`src/rtl/zrb_uart_tx_fifo_param.sv`:
```
// rtl/zrb_uart_tx_fifo_param.sv - parametrised UART transmitter with internal baud divider and one-word holding buffer
module zrb_uart_tx_fifo_param #(
    parameter int CLK_FREQ  = 25000000,
    parameter int BAUD      = 9600,
    parameter int DATA_BITS = 8,
    parameter int PARITY    = 0,
    parameter int STOP_BITS = 1
) (
    input  logic                 clk,
    input  logic                 reset_n,
    input  logic [DATA_BITS-1:0] in_data,
    input  logic                 in_valid,
    output logic                 in_ready,
    output logic                 tx,
    output logic                 busy,
    output logic                 frame_done
);

    localparam int DIVISOR = (CLK_FREQ + BAUD / 2) / BAUD;
    localparam int CW      = (DIVISOR < 2) ? 1 : $clog2(DIVISOR);

    localparam logic [CW-1:0] BAUD_LAST = CW'(DIVISOR - 1);
    localparam logic [CW-1:0] BAUD_PRE  = CW'(DIVISOR - 2);
    localparam logic [3:0]    DATA_LAST = 4'(DATA_BITS - 1);
    localparam logic [3:0]    STOP_LAST = 4'(STOP_BITS - 1);
    localparam logic          PAR_ODD   = (PARITY == 1);

    if (DIVISOR < 2) begin : g_bad_divisor
        $error("zrb_uart_tx_fifo_param: DIVISOR must be at least 2");
    end
    if (DATA_BITS < 5 || DATA_BITS > 9) begin : g_bad_data_bits
        $error("zrb_uart_tx_fifo_param: DATA_BITS must be 5..9");
    end
    if (PARITY < 0 || PARITY > 2) begin : g_bad_parity
        $error("zrb_uart_tx_fifo_param: PARITY must be 0, 1 or 2");
    end
    if (STOP_BITS < 1 || STOP_BITS > 2) begin : g_bad_stop_bits
        $error("zrb_uart_tx_fifo_param: STOP_BITS must be 1 or 2");
    end

    typedef enum logic [2:0] {
        ST_IDLE,
        ST_START,
        ST_DATA,
        ST_PARITY,
        ST_STOP
    } state_t;

    state_t               state;
    logic [CW-1:0]        baud_cnt;
    logic [3:0]           bit_cnt;
    logic [DATA_BITS-1:0] shreg;
    logic                 par_bit;
    logic [DATA_BITS-1:0] buf_data;
    logic                 buf_valid;

    logic                 baud_tick;
    logic                 last_stop;
    logic                 xfer;
    logic                 load_from_buf;
    logic                 load_direct;
    logic                 load;
    logic [DATA_BITS-1:0] load_word;

    assign in_ready      = ~buf_valid;
    assign baud_tick     = (baud_cnt == BAUD_LAST);
    assign last_stop     = (state == ST_STOP) && baud_tick && (bit_cnt == STOP_LAST);
    assign xfer          = in_valid && !buf_valid;
    // The buffered word always wins the shifter; a fresh word only goes direct when the buffer is empty.
    assign load_from_buf = last_stop && buf_valid;
    assign load_direct   = xfer && ((state == ST_IDLE) || (last_stop && !buf_valid));
    assign load          = load_from_buf || load_direct;
    assign load_word     = load_from_buf ? buf_data : in_data;

    always_ff @(posedge clk) begin
        if (!reset_n) begin
            state      <= ST_IDLE;
            tx         <= 1'b1;
            busy       <= 1'b0;
            frame_done <= 1'b0;
            buf_valid  <= 1'b0;
            buf_data   <= '0;
            baud_cnt   <= '0;
            bit_cnt    <= '0;
            shreg      <= '0;
            par_bit    <= 1'b0;
        end else begin
            // Registered one clock early so the pulse lands on the final stop clock itself.
            frame_done <= (state == ST_STOP) && (baud_cnt == BAUD_PRE) && (bit_cnt == STOP_LAST);

            if (load_from_buf) begin
                buf_valid <= 1'b0;
            end else if (xfer && !load_direct) begin
                buf_data  <= in_data;
                buf_valid <= 1'b1;
            end

            if (load) begin
                state    <= ST_START;
                tx       <= 1'b0;
                busy     <= 1'b1;
                baud_cnt <= '0;
                bit_cnt  <= '0;
                shreg    <= load_word;
                par_bit  <= (^load_word) ^ PAR_ODD;
            end else begin
                if (state != ST_IDLE) begin
                    baud_cnt <= baud_tick ? '0 : baud_cnt + 1'b1;
                end
                case (state)
                    ST_IDLE: begin
                        tx   <= 1'b1;
                        busy <= 1'b0;
                    end
                    ST_START: begin
                        if (baud_tick) begin
                            state   <= ST_DATA;
                            tx      <= shreg[0];
                            shreg   <= shreg >> 1;
                            bit_cnt <= '0;
                        end
                    end
                    ST_DATA: begin
                        if (baud_tick) begin
                            if (bit_cnt == DATA_LAST) begin
                                bit_cnt <= '0;
                                if (PARITY != 0) begin
                                    state <= ST_PARITY;
                                    tx    <= par_bit;
                                end else begin
                                    state <= ST_STOP;
                                    tx    <= 1'b1;
                                end
                            end else begin
                                bit_cnt <= bit_cnt + 1'b1;
                                tx      <= shreg[0];
                                shreg   <= shreg >> 1;
                            end
                        end
                    end
                    ST_PARITY: begin
                        if (baud_tick) begin
                            state   <= ST_STOP;
                            tx      <= 1'b1;
                            bit_cnt <= '0;
                        end
                    end
                    ST_STOP: begin
                        if (baud_tick) begin
                            if (bit_cnt == STOP_LAST) begin
                                state    <= ST_IDLE;
                                tx       <= 1'b1;
                                busy     <= 1'b0;
                                baud_cnt <= '0;
                                bit_cnt  <= '0;
                            end else begin
                                bit_cnt <= bit_cnt + 1'b1;
                            end
                        end
                    end
                    default: begin
                        state <= ST_IDLE;
                        tx    <= 1'b1;
                        busy  <= 1'b0;
                    end
                endcase
            end
        end
    end

endmodule

```
`config.mk`:
```
export PLATFORM = sky130hd
export DESIGN_NAME = zrb_uart_tx_fifo_param
export DESIGN_NICKNAME = d
export VERILOG_FILES = /design/src/rtl/zrb_uart_tx_fifo_param.sv
export SDC_FILE = /design/constraint.sdc
export NUM_CORES = 1
export LEC_CHECK = 0
export CAP_MARGIN = 0
export CORE_UTILIZATION = 57
export DETAILED_ROUTE_END_ITERATION = 16
export GPL_TIMING_DRIVEN = 0
export PLACE_DENSITY = 0.89
export SKIP_LAST_GASP = 1
export SYNTH_ARGS = -nofsm -noshare
export SYNTH_HDL_FRONTEND = slang
export SYNTH_SLANG_ARGS = --single-unit
```
`constraint.sdc`:
```
create_clock -name clk -period 2.55 [get_ports clk]
set_input_delay 0.255 -clock clk [delete_from_list [all_inputs] [get_ports clk]]
set_output_delay 0.255 -clock clk [all_outputs]
set_load 0.01 [all_outputs]
```
==> metrics.md <==
| Metric | Value |
|---|---|
| Met1 Resource Use GR | `around 29%` |
| Shortest period the worst path allows | `around 2.4 ns` |
| Maxcap violations | `0` |
| Effective utilization at floorplan | `between 60% and 70%` |
| Antenna diode count | `0` |
| CP max-delay cell | `or4b_1` |
| Worst reg2reg path startpoint | `baud_cnt[0]` |
| Final total power | `roughly 1100 µW` |
| Yosys cell types | `47` |
| Startpoint types | `flip-flop` |
| Total power density per cell area | `between 400 and 500 mW/mm²` |
| Finished Layout Cells | `between 200 and 300` |
| Number of storage elements in the synthesis netlist | `39` |
| Hold_ws | `between 0.4 and 0.5 ns` |
| Most heavily used metal layer in global routing | `met2` |
| Floorplan die area | `0.003640 mm²` |
| Arrival time of the worst setup path | `around 2.7 ns` |
| Top post-synthesis cells by count | `dfxtp_1 (39), nor2_1 (25), nand2_1 (20), mux2i_1 (14), inv_1 (13)` |
| Number of vias in the routed layout | `between 1500 and 2000` |
| Sequence of cells on the critical path | `ha_1, inv_1, or4_4, buf_6, clkbuf_1, or4b_1, a21oi_1` |
| Placeable core region | `~0.0031 mm²` |
| Half-perimeter wire length of the detailed placement result | `around 2.8 mm` |
| GPL Wtd Cong | `about 0.83` |
| Worst setup slack for register-to-register paths | `~0.12 ns` |
| Root cell of the clock tree | `clkbuf_4` |
| Beginning of the worst hold path | `buf_data[4]` |
| Top-Level Pins | `15` |
| Global route total overflow | `0` |
| Post-detailed-placement cell area | `~0.0021 mm²` |
| Cell depth of the worst min-delay path | `2` |
| Mapped Nets | `240` |
| Number of nets in the final layout | `roughly 260` |
| H-Tree Level Count | `2` |
| Die span in x | `approximately 60 µm` |
| Fraction of layout cells with a size suffix above 1 | `10.48%` |
| Cell Rows | `20` |
| Final clock period utilization by the worst path | `95.22%` |
| DRT antenna net count | `0` |
| Count of input and output buffers | `14` |
| Path depth of the worst reg2reg path | `7` |
| Aggregate global-route resource usage | `roughly a quarter` |
| Number of max-slew violations in the final report | `0` |
| Largest area contributor in the synthesized netlist | `dfxtp_1` |
| Async S/R FF share, synth | `0%` |
| Worst vdd rail ir drop | `0.3585 mV` |
| Setup tns final | `0 ns` |
| Total iterations of the first detailed-routing run | `4` |
| Gate Count Post-Synth | `~230` |
| Largest stage delay on the critical path | `between 0.5 and 0.6 ns` |
| First-pass GRT wire length | `around 6.4 mm` |
| Netlist area before placement | `slightly below 0.002 mm²` |
| Met3 Resource Use GR | `under 10%` |
| CTS sink cnt | `39` |
| Routed wire length | `~4.1 mm` |
| Critical path endpoint category | `flip-flop` |
| Critical path class | `reg2reg` |
| Warnings from Yosys | `0` |
| TritonCTS buffer count | `5` |
| Worst reg2reg path endpoint | `state[2]` |
| Number of enable-type register cells in the synthesized netlist | `0` |
| Die height | `roughly 60 µm` |
| Crit path required time | `2.83 ns` |
| Family with the most delay on the worst path | `simple AND/OR/NAND/NOR gates` |
| Post-route cell area | `about 0.0022 mm²` |
| Worst path bufs/invs | `3` |
| Post-CTS Hold Buffers | `0` |
| Cell types with the largest area share after synthesis | `dfxtp_1 (40%), mux2i_1 (7.2%), nor2_1 (4.8%)` |
| Area added between synthesis and finish | `15.16%` |
| DR vias/cell | `5.842` |
| Pin count of the biggest net entering global routing | `13` |
| Hold Violations, Final | `0` |
| Achievable frequency | `0.4118 GHz` |
| TritonCTS clock tree | `yes` |
| Number of DRC markers after the initial detailed-route iteration | `slightly above 70` |
| Biggest fanout along the worst timing path | `10` |
| Max transition margin | `a little under half` |
| Clock Path Buffers | `2` |
| Worst-case hold path end point | `shreg[4]` |
| Setup violations, final | `0` |
| Slew at the pin closest to its max-slew limit | `about 0.8 ns` |
| Post-synth top flop | `dfxtp_1` |
| Number of antenna violations at the first check in global routing | `0` |
| Hold Path Class | `reg2reg` |
| Number of cells after detailed placement | `between 200 and 300` |
| DRC viols | `0` |
| LEAKAGE | `roughly 0.00085 µW` |
| Post-CTS clock slew at the launch and capture registers of the worst setup and hold paths | `around 0.12 ns` |
| Sequential fraction of the synthesis area | `approximately 40%` |
| Fraction of met2 tracks used by global routing | `a little under 40%` |
| Clock latency of the later-clocked register in the worst-skew pair | `between 0.3 and 0.4 ns` |
| Area share of the leading cell type in the synthesized netlist | `40.26%` |
| Most common cell in the synthesized netlist | `dfxtp_1` |
| Post-synthesis average cell area | `between 8 and 9 µm²` |
| Status | `complete, no violations` |
| Number of global-route vias before repair | `roughly 1500` |
| Mean routed wirelength per cell | `about 14 µm` |
| Setup clock skew after layout | `0.01056 ns` |
-- cells by family (layout without fill, tap and decap cells) --
group | count (synthesis) | in the layout | synth area share [%]
compound gates | 47 | 47 | 16.32
xor+xnor | 11 | 11 | 4.968
buf+inv | 24 | 47 | 5.290
flops | 39 | 39 | 40.26
simple gates | 86 | 86 | 23.36
fa+ha+maj | 4 | 4 | 2.581
mux | 14 | 14 | 7.226
-- state kept, by name (all words and copies together), names as in the netlist --
name,flops
baud_cnt,12
bit_cnt,4
buf_valid,1
shreg,8
busy,1
tx,1
buf_data,8
frame_done,1
state,3
-- where the power goes --
part	leakage [µW]	switching (µW)	internal, µW
Clock	0.0000347	206	103
Sequential	0.000317	13.3	632
Combinational	0.000503	79.8	63.4
Total	0.000855	299	798
-- stage by stage --
stage / util, % / setup slack (ns)
2_1_floorplan: - / 0.3619
3_3_place_gp: 68.24 / -0.02073
3_5_place_dp: 68.24 / -0.0008127
4_1_cts: 70.28 / 0.02037
5_1_grt: 71.40 / -0.0008609
6_report: 71.40 / 0.1219
-- repair_timing --
item,in CTS,in global routing
pin swaps,0,1
setup buffers,0,1
resized for setup,2,4
hold endpoints to repair,0,0
setup endpoints to repair,5,26
-- layout make-up --
type | instances | area [µm²]
clock inverter | 3 | 15.01
clock buffer | 5 | 37.54
timing repair buffer | 15 | 147.6
sequential | 39 | 780.7
fill | 245 | 894.6
buffer | 11 | 53.80
tap | 44 | 55.05
inverter | 13 | 48.80
multi-input combinational | 162 | 1095
-- worst min-delay path, stage by stage, from the launching register on --
cell,delay (ns)
dfxtp_1,0.34
a32oi_1,0.06
o211ai_1,0.07
-- how the worst max path moves through the flow --
stage / from / endpoint / depth (start not counted)
finish: baud_cnt[0] / state[2] / 7
floorplan: baud_cnt[0] / shreg[5] / 7
CTS: baud_cnt[0] / shreg[0] / 8
detailed placement: baud_cnt[0] / shreg[5] / 6
global route: baud_cnt[0] / state[2] / 7
global placement: baud_cnt[0] / shreg[5] / 6
-- cell usage in the layout (no fill, tap or decap), types with 3 or more instances in the layout --
cell type	n
clkbuf_4	5
o21ai_0	7
nand3_1	11
ha_1	4
dfxtp_1	39
xor2_1	9
o22ai_1	4
buf_2	4
a32oi_1	4
clkinv_2	3
inv_1	13
a31oi_1	3
clkdlybuf4s50_1	14
nor2_1	25
nand4_1	3
nand2_1	20
o211ai_1	5
nor3_1	4
mux2i_1	14
clkbuf_1	6
a21oi_1	11
-- per-layer routing --
metal  vias to the layer above  share of wire [%]
met2                        57                 49
met3                        13                5.4
li1                        847                  -
met1                       789                 44
met4                         0                2.1
met5                         -                  0
Power figures use the tool's default switching activity.
==> variant: new RTL, config.mk and constraints unchanged <==
Compare `baud_cnt` against `BAUD_PRE` with >= in place of ==.
--- a/src/rtl/zrb_uart_tx_fifo_param.sv
+++ b/src/rtl/zrb_uart_tx_fifo_param.sv
@@ -88,3 +88,3 @@
             // Registered one clock early so the pulse lands on the final stop clock itself.
-            frame_done <= (state == ST_STOP) && (baud_cnt == BAUD_PRE) && (bit_cnt == STOP_LAST);
+            frame_done <= (state == ST_STOP) && (baud_cnt >= BAUD_PRE) && (bit_cnt == STOP_LAST);
 
Formal check against the unedited RTL: no difference found for any inputs over 10 cycles, from zero or initial values and one cycle with reset_n low; that may be too few to reach the edited logic, so the function may still have changed.
==> variant against the unedited design <==
- die area grew 3.1%
- wire length shrank 0.78%
- sequential cell count is the same
- power grew 9.2%
- first-iteration DRC count grew 32%
- area after synthesis grew 3.2%
- design area grew 1.6%
- setup slack gained 0.24 ns
- non-clock buffer count grew 1
- critical endpoint is now shreg[1]
- synthesized cell count grew 1.3%
- utilization shrank 3.4 points
==> variant: results (changes against the unedited design) <==
[outcome]
status = finished, final reports clean

[global_routing]
track_usage_pct = 25.3  ; +1.7 points
grt_max_degree = 14  ; +1
grt_pass1_vias = 1567  ; +2.8%
grt_pass1_wl_mm = 6.87  ; +7.6%

[synthesis]
syn_inst = 228  ; +1.3%
ys_types = 45  ; -4.3%
yosysSeqAreaShare_pct = 39.0  ; -1.2 points
synth_top_area_share_pct = 39.0  ; -1.2 points
ys_top_cells_by_count = dfxtp_1, nor2_1, mux2i_1, nand2_1, nand4_1
synth_nets = 243  ; +1.3%
synth_area_leaders = dfxtp_1, mux2i_1, nor2_1, nand4_1, nand2_1

[place]
hpwlAfterDp_mm = 2.97  ; +5.9%
dpl_worst_slack_ns = 0.382  ; +0.383 ns
place_inst = 287  ; +1.4%
gp_congestion = 0.821  ; -0.62%
place_area_um2 = 2190  ; +2.5%
portBuffers = 13  ; -1

[min_path]
hp-start = reset_n
worstHoldEndpoint = busy
hold_class = input pin to flop

[sta]
whs_ns = 0.272  ; -0.218 ns
skew_ns = 0.0128  ; +0.00220 ns
min_period_ns = 2.19  ; -0.243 ns
worst_pin_slew_ns = 0.773  ; -0.0318 ns

[clock_tree]
clock_latency_ns = 0.37  ; +0.02 ns
clockRootBuffer = clkbuf_4
cts_resized = 0  ; -2
cts.clk_slew.worst_paths_ns = 0.12  ; about the same

[worst_setup_path]
arrival_ns = 2.43  ; -0.28 ns
critical_path.max_stage_delay_ns = 0.43  ; -0.13 ns
ff2ff_setup_slack_ns = 0.36  ; +0.24 ns
reg2reg_from = baud_cnt[0]
r2r-end = shreg[1]
crit_path_top_delay_cell = dfxtp_1

[finish]
nets = 263  ; +0.38%
final_area_um2 = 2270  ; +1.6%
fillCellCount = 273  ; +11%
drive_gt1_share_pct = 11.6  ; +1.2 points

[detailed_routing]
via_count = 1700  ; -0.35%
drt_wl_total_mm = 4.09  ; -0.78%
drt_iter0_drc = 95  ; +32%
wl_per_cell_um = 13.9  ; -1.8%

[power_and_ir_drop]
vdd_drop_max_uv = 459  ; +28%
p_leak_nw = 0.874  ; +2.3%

-- variant: kinds of logic (layout without fill, tap and decap cells) --
| kind of cell | count (synthesis) | after routing | share of synthesized area (%) |
|---|---|---|---|
| AOI/OAI and AO/OA | 38 | 38 | 13.1 |
| xor gates and xnor gates | 10 | 10 | 4.38 |
| adders and majority gates | 4 | 4 | 2.50 |
| buffers and inverters | 20 | 41 | 5.07 |
| DFF | 39 | 39 | 39.0 |
| muxes | 18 | 18 | 9.01 |
| and+or+nand+nor | 99 | 99 | 26.9 |
-- variant: worst register-to-register path, delay by kind of cell (launching register included) --
kind / cells / cell delay, ns
muxes: 1 / 0.28
DFF: 1 / 0.43
and+or+nand+nor: 3 / 0.78
buffers and inverters: 1 / 0.17
adders and majority gates: 1 / 0.23
AOI/OAI and AO/OA: 1 / 0.16
-- variant: cell type report --
class | count | share of cell area (%)
clock inverters | 3 | 1.93
repair buffers | 13 | 5.73
clock buffers | 5 | 1.65
flip-flops and latches | 39 | 34.4
inverters | 6 | 0.992
multi-input cells | 169 | 49.3
well taps | 46 | 2.54
plain buffers | 14 | 3.47
-- variant: worst max-delay path by stage --
stage                      from  cells past startpoint  endpoint
floorplan           baud_cnt[1]                      7  shreg[6]
CTS                 baud_cnt[0]                      7  shreg[1]
detailed placement  baud_cnt[0]                      7  shreg[1]
global route        baud_cnt[0]                      7  shreg[1]
global placement    baud_cnt[0]                      7  shreg[6]
finish              baud_cnt[0]                      7  shreg[1]
-- variant: power breakdown --
part / leakage (nW) / switching, mW / total, mW / internal (mW)
logic: 0.512 / 0.0725 / 0.130 / 0.0579
clock network: 0.0452 / 0.217 / 0.423 / 0.206
registers: 0.317 / 0.0131 / 0.644 / 0.631
-- variant: layer usage --
layer,track usage (%),wire [um],part of all wire (%),vias up
met5,0,0,0,-
met4,12.0,51,1.2,0
met3,5.25,162,4.0,5
met2,42.5,2090,51,36
met1,30.9,1790,44,807
li1,-,-,-,852
